==> config.mk <==
export PLATFORM = sky130hd
export DESIGN_NAME = io_delay_unit
export DESIGN_NICKNAME = d
export VERILOG_FILES = /design/src/rtl/io_delay_unit.sv
export SDC_FILE = /design/constraint.sdc
export NUM_CORES = 1
export LEC_CHECK = 0
export BUFFER_PORTS_ARGS = -buffer_cell sky130_fd_sc_hd__clkbuf_2
export CORE_MARGIN = 3
export CORE_UTILIZATION = 62
export CTS_BUF_LIST = sky130_fd_sc_hd__clkbuf_4 sky130_fd_sc_hd__clkbuf_8
export DETAILED_ROUTE_END_ITERATION = 10
export GPL_TIMING_DRIVEN = 0
export PLACE_DENSITY_LB_ADDON = 0.05
export SYNTH_ARGS = -nofsm -noshare
export SYNTH_HDL_FRONTEND = slang
export SYNTH_SLANG_ARGS = --single-unit
==> constraint.sdc <==
create_clock -name clk -period 3.8 [get_ports clk]
set_input_delay 0.19 -clock clk [delete_from_list [all_inputs] [get_ports clk]]
set_output_delay 0.19 -clock clk [all_outputs]
set_load 0.01 [all_outputs]
==> src/rtl/io_delay_unit.sv <==
// Execution-side responder for the Delay/Entrada/Saida instruction bits: timed delays,
// button-confirmed switch capture and display latching, with core stall generation.
module io_delay_unit #(
    parameter int unsigned DATA_W      = 32,
    parameter int unsigned SW_W        = 16,
    parameter int unsigned DELAY_SCALE = 50000,
    parameter int unsigned SYNC_STAGES = 2
) (
    input  logic              clk,
    input  logic              rst_n,
    input  logic              delay_req,
    input  logic              in_req,
    input  logic              out_req,
    input  logic [DATA_W-1:0] op_data,
    input  logic [SW_W-1:0]   sw,
    input  logic              btn_confirm,
    output logic              stall,
    output logic [DATA_W-1:0] rd_data,
    output logic              rd_valid,
    output logic [DATA_W-1:0] disp_data,
    output logic              wait_led
);

    localparam int unsigned PRE_W = (DELAY_SCALE > 1) ? $clog2(DELAY_SCALE) : 1;
    localparam logic [PRE_W-1:0] PRE_RELOAD = PRE_W'(DELAY_SCALE - 1);

    typedef enum logic [1:0] {
        IDLE    = 2'd0,
        DELAY   = 2'd1,
        WAIT_IN = 2'd2,
        DONE    = 2'd3
    } state_t;

    state_t state, state_nxt;

    logic [SYNC_STAGES-1:0][SW_W-1:0] sw_pipe;
    logic [SYNC_STAGES-1:0]           btn_pipe;
    logic [SW_W-1:0]                  sw_sync;
    logic                             btn_sync;
    logic                             btn_prev;
    logic                             btn_rise;

    logic [DATA_W-1:0] units;
    logic [PRE_W-1:0]  pre;
    logic              done_in;

    logic take_delay;
    logic take_zero;
    logic take_in;
    logic take_out;
    logic delay_last;

    // Synchronizers for the asynchronous board inputs
    always_ff @(posedge clk or negedge rst_n) begin
        if (!rst_n) begin
            sw_pipe  <= '0;
            btn_pipe <= '0;
            btn_prev <= 1'b0;
        end else begin
            sw_pipe  <= {sw_pipe[SYNC_STAGES-2:0], sw};
            btn_pipe <= {btn_pipe[SYNC_STAGES-2:0], btn_confirm};
            btn_prev <= btn_sync;
        end
    end

    assign sw_sync  = sw_pipe[SYNC_STAGES-1];
    assign btn_sync = btn_pipe[SYNC_STAGES-1];
    assign btn_rise = btn_sync & ~btn_prev;

    // Request decode in IDLE; delay outranks input, input outranks output
    always_comb begin
        take_delay = 1'b0;
        take_zero  = 1'b0;
        take_in    = 1'b0;
        take_out   = 1'b0;
        if (state == IDLE) begin
            if (delay_req) begin
                take_delay = (op_data != '0);
                take_zero  = (op_data == '0);
            end else if (in_req) begin
                take_in = 1'b1;
            end else if (out_req) begin
                take_out = 1'b1;
            end
        end
    end

    assign delay_last = (pre == '0) && (units == DATA_W'(1));

    always_ff @(posedge clk or negedge rst_n) begin
        if (!rst_n) begin
            state <= IDLE;
        end else begin
            state <= state_nxt;
        end
    end

    always_comb begin
        state_nxt = state;
        case (state)
            IDLE: begin
                if (take_delay) begin
                    state_nxt = DELAY;
                end else if (take_in) begin
                    state_nxt = WAIT_IN;
                end
            end
            DELAY: begin
                if (delay_last) begin
                    state_nxt = DONE;
                end
            end
            WAIT_IN: begin
                if (btn_rise) begin
                    state_nxt = DONE;
                end
            end
            DONE: begin
                state_nxt = IDLE;
            end
            default: begin
                state_nxt = IDLE;
            end
        endcase
    end

    // Stall must cover the request cycle itself, so it is decoded from live requests in IDLE
    always_comb begin
        stall    = 1'b0;
        wait_led = 1'b0;
        rd_valid = 1'b0;
        case (state)
            IDLE: begin
                stall = take_delay | take_in;
            end
            DELAY: begin
                stall = 1'b1;
            end
            WAIT_IN: begin
                stall    = 1'b1;
                wait_led = 1'b1;
            end
            DONE: begin
                rd_valid = done_in;
            end
            default: begin
                stall = 1'b0;
            end
        endcase
    end

    // Delay counters, capture and display registers
    always_ff @(posedge clk or negedge rst_n) begin
        if (!rst_n) begin
            units     <= '0;
            pre       <= '0;
            done_in   <= 1'b0;
            rd_data   <= '0;
            disp_data <= '0;
        end else begin
            case (state)
                IDLE: begin
                    done_in <= 1'b0;
                    if (take_delay) begin
                        units <= op_data;
                        pre   <= PRE_RELOAD;
                    end
                    if (take_out) begin
                        disp_data <= op_data;
                    end
                end
                DELAY: begin
                    if (pre == '0) begin
                        pre   <= PRE_RELOAD;
                        units <= units - DATA_W'(1);
                    end else begin
                        pre <= pre - PRE_W'(1);
                    end
                end
                WAIT_IN: begin
                    if (btn_rise) begin
                        rd_data <= DATA_W'(sw_sync);
                        done_in <= 1'b1;
                    end
                end
                default: begin
                    done_in <= done_in;
                end
            endcase
        end
    end

endmodule

==> impl_metrics.ini <==
[worst_setup_path]
r2r_setup_slack_ns = 0.94
worstPathCellList = inv_1 -> ha_1 -> nor4b_1 -> nand4_1 -> a2111oi_2 -> a311oi_1
cp-end-kind = flop
arrival_ns = 3.13
crit_required_ns = 4.07
critical_path.reg2reg.startpoint = units[0]
worst_path_largest_cell_delay_ns = 0.71
timing.critical_path.slowest_stage_cell = sky130_fd_sc_hd__nor4b_1
critical_path.startpoint_type = flop
setup.worst_path.class = reg -> reg
depth_of_the_worst_register_to_register_path = 6
rr_endpoint = units[28]
path_max_fanout = 5

[die]
boundaryPins = 121
die_w_um = 105
fp-row-count = 35
fp.dieH_um = 105
start_util_pct = 65.1
dieArea_um2 = 11100
fp.coreArea_um2 = 9420

[global_routing]
grt_overflow = 0
wire_length_of_the_first_global_routing_pass_mm = 25.2
grt_max_degree = 89
global_route.usage.total_pct = 28.7
first_global_vias = 5096
antenna_found_initial = 0

[logic_synthesis]
syn_inst = 542
synth_area_per_cell_um2 = 11.3
cell_taking_the_most_area_after_synthesis = sky130_fd_sc_hd__dfrtp_1
ys.flop_type = sky130_fd_sc_hd__dfrtp_1
synth_enable_flop_cells = 0
synth-warning-count = 0
synth.yosys.seq_area_share_pct = 54.7
async_reset_ff_share_pct = 100
synth_cell_types = 65
netlist_top_cells_count = sky130_fd_sc_hd__dfrtp_1, sky130_fd_sc_hd__nor2_1, sky130_fd_sc_hd__mux2_2
mappedNetlistArea_um2 = 6130
ys_seq_elements = 134
yosysMostFrequentCell = sky130_fd_sc_hd__dfrtp_1
synth_top_cell_area_share_pct = 54.7
synth.area.top_cells = sky130_fd_sc_hd__dfrtp_1, sky130_fd_sc_hd__mux2_2, sky130_fd_sc_hd__nor2_1, sky130_fd_sc_hd__nor3_1, sky130_fd_sc_hd__nor4_1

[clock_network]
cts_htree_levels = 4
path_clk_slew_ns = 0.08
clock_tree.buffer_depth = 2
cts_tree = built
cts_setup_buffers = 0
clockRootBuffer = sky130_fd_sc_hd__clkbuf_8
cts_inserted_buffers = 17
clock_latency_ns = 0.44
cts.sink_count = 134

[timing]
unrepaired_setup_endpoints_after_global_routing = no
hold_violations = 0
worst_clock_skew_ns = 0.0179
max-slew-margin-rel_pct = 41.9
worst_pin_slew_ns = 0.869
setup-violations-final = 0
finalCriticalPeriod_ns = 2.86
achievable_frequency_ghz = 0.350
finalSetupTns_ns = 0
fin_crit_share_pct = 75.3
timing_max_transition_violations_final = 0

[power]
power.leakage_nw = 3.31
vdd_drop_max_v = 0.000612
power_density_nw_per_um2 = 734

[run]
max_cap_violations = 0

[detailed_routing]
remaining_antenna_violation_count_after_routing = 0
vias_per_cell = 6.08
wl_mm = 15.4
via_count = 5105
detailedRoute.firstIterationViolations = 402
detail_route.wl_per_cell_um = 18.3
drt-pass1-iter-count = 5
drc = 0

[finish]
drive_gt1_share_pct = 31.8
finalCoreUtilization_pct = 79.9
final_nets = 762
area.growth.synth_to_final_pct = 22.6
final_layout_fill_cell_count = 592
num_antenna_cells = 0

[placed_design]
finalWeightedCongestion = 0.873
place_hpwl_mm = 10.6
numPortBuffers = 104

[min_path]
type_of_the_worst_min_delay_path = in -> reg
worstHoldStart = op_data[0]
min_delay_path_depth = 2
hold_end = disp_data[0]

[run_status]
status = finished clean
## how the worst max path moves through the flow
stage	start	endpoint	slack, ns	cells after the start
after floorplan	units[27]	state[1]	1.52	7
after global placement	rst_n	sw_pipe[2]	0.52	1
after detailed placement	op_data[29]	units[10]	1.0	8
after CTS	units[0]	units[28]	1.05	6
after global routing	units[0]	units[26]	0.83	6
final	units[0]	units[28]	0.94	6
## per-layer routing
layer / track usage (%) / wire, µm / vias to the layer above
met1: 35.7 / 5890 / 2486
li1: - / - / 2299
met2: 48.6 / 7760 / 274
met4: 10.8 / 421 / 0
met5: 0 / 0 / -
met3: 6.98 / 1320 / 46
## worst max-delay path: cells and delay by family (launching register included)
kind	cells	cell delay, ns
buffers and inverters	1	0.12
and+or+nand+nor	2	1.07
DFF	1	0.44
AOI/OAI and AO/OA	2	0.85
adders and majority gates	1	0.22
## layout make-up
class	count	area [µm²]	area share, %
sequential	134	3350	44.6
multi-input combinational	367	2540	33.8
inverter	14	52.6	0.699
timing repair buffer	123	737	9.80
clock buffer	23	304	4.04
buffer	42	246	3.28
tap	129	161	2.15
clock inverter	8	121	1.61
## report_power, final
group | internal (mW) | switching, mW | leakage, nW
logic | 0.840 | 1.12 | 1.53
clock network | 0.729 | 0.540 | 0.219
registers | 1.90 | 0.390 | 1.56
## cells by family after synthesis
| group | Yosys count | synth area share, % |
|---|---|---|
| muxes | 48 | 8.81 |
| and+or+nand+nor | 183 | 16.2 |
| xor gates and xnor gates | 11 | 1.57 |
| DFF | 134 | 54.7 |
| adders and majority gates | 9 | 1.84 |
| AOI/OAI and AO/OA | 100 | 12.0 |
| buffers and inverters | 56 | 4.88 |
| other | 1 | 0.0611 |
## metrics by stage
step	power (mW)	setup slack [ns]	std cells	hold slack (ns)	instance area [µm²]
after floorplan	3.47	1.52	557	-0.106	6190
after global placement	4.10	0.518	790	0.298	6870
after detailed placement	4.22	1.00	791	0.161	6910
after CTS	5.49	1.05	840	0.00518	7520
after global routing	5.83	0.830	840	0.0168	7520
final	5.52	0.939	840	0.0254	7520
## state kept, by name, summed over array words and instances (netlist names)
register and count:
disp_data 32, units 32, pre 16, rd_data 16
sw_pipe 16, sw_sync 16, btn_pipe 2, state 2
btn_prev 1, done_in 1
## repair_timing
item | 4_1_cts | 5_1_grt
hold buffers | 18 | 0
hold endpoints to repair | 63 | 0
gates resized for setup | 0 | 0
## placed cells by master, fill, tap and decap left out, drive strengths merged, types with 7 or more instances in the layout
master	count
clkbuf	143
dfrtp	134
nor2	57
mux2	48
nor3	31
buf	27
nor4	21
dlygate4sd3	18
nand2	17
conb	16
a21oi	16
inv	13
o21ai	13
nand4	11
nand3	10
o32ai	10
o22ai	10
xor2	10
o211ai	9
ha	9
a311oi	8
nor3b	7
Note: power is estimated with default switching activity, not from simulation.
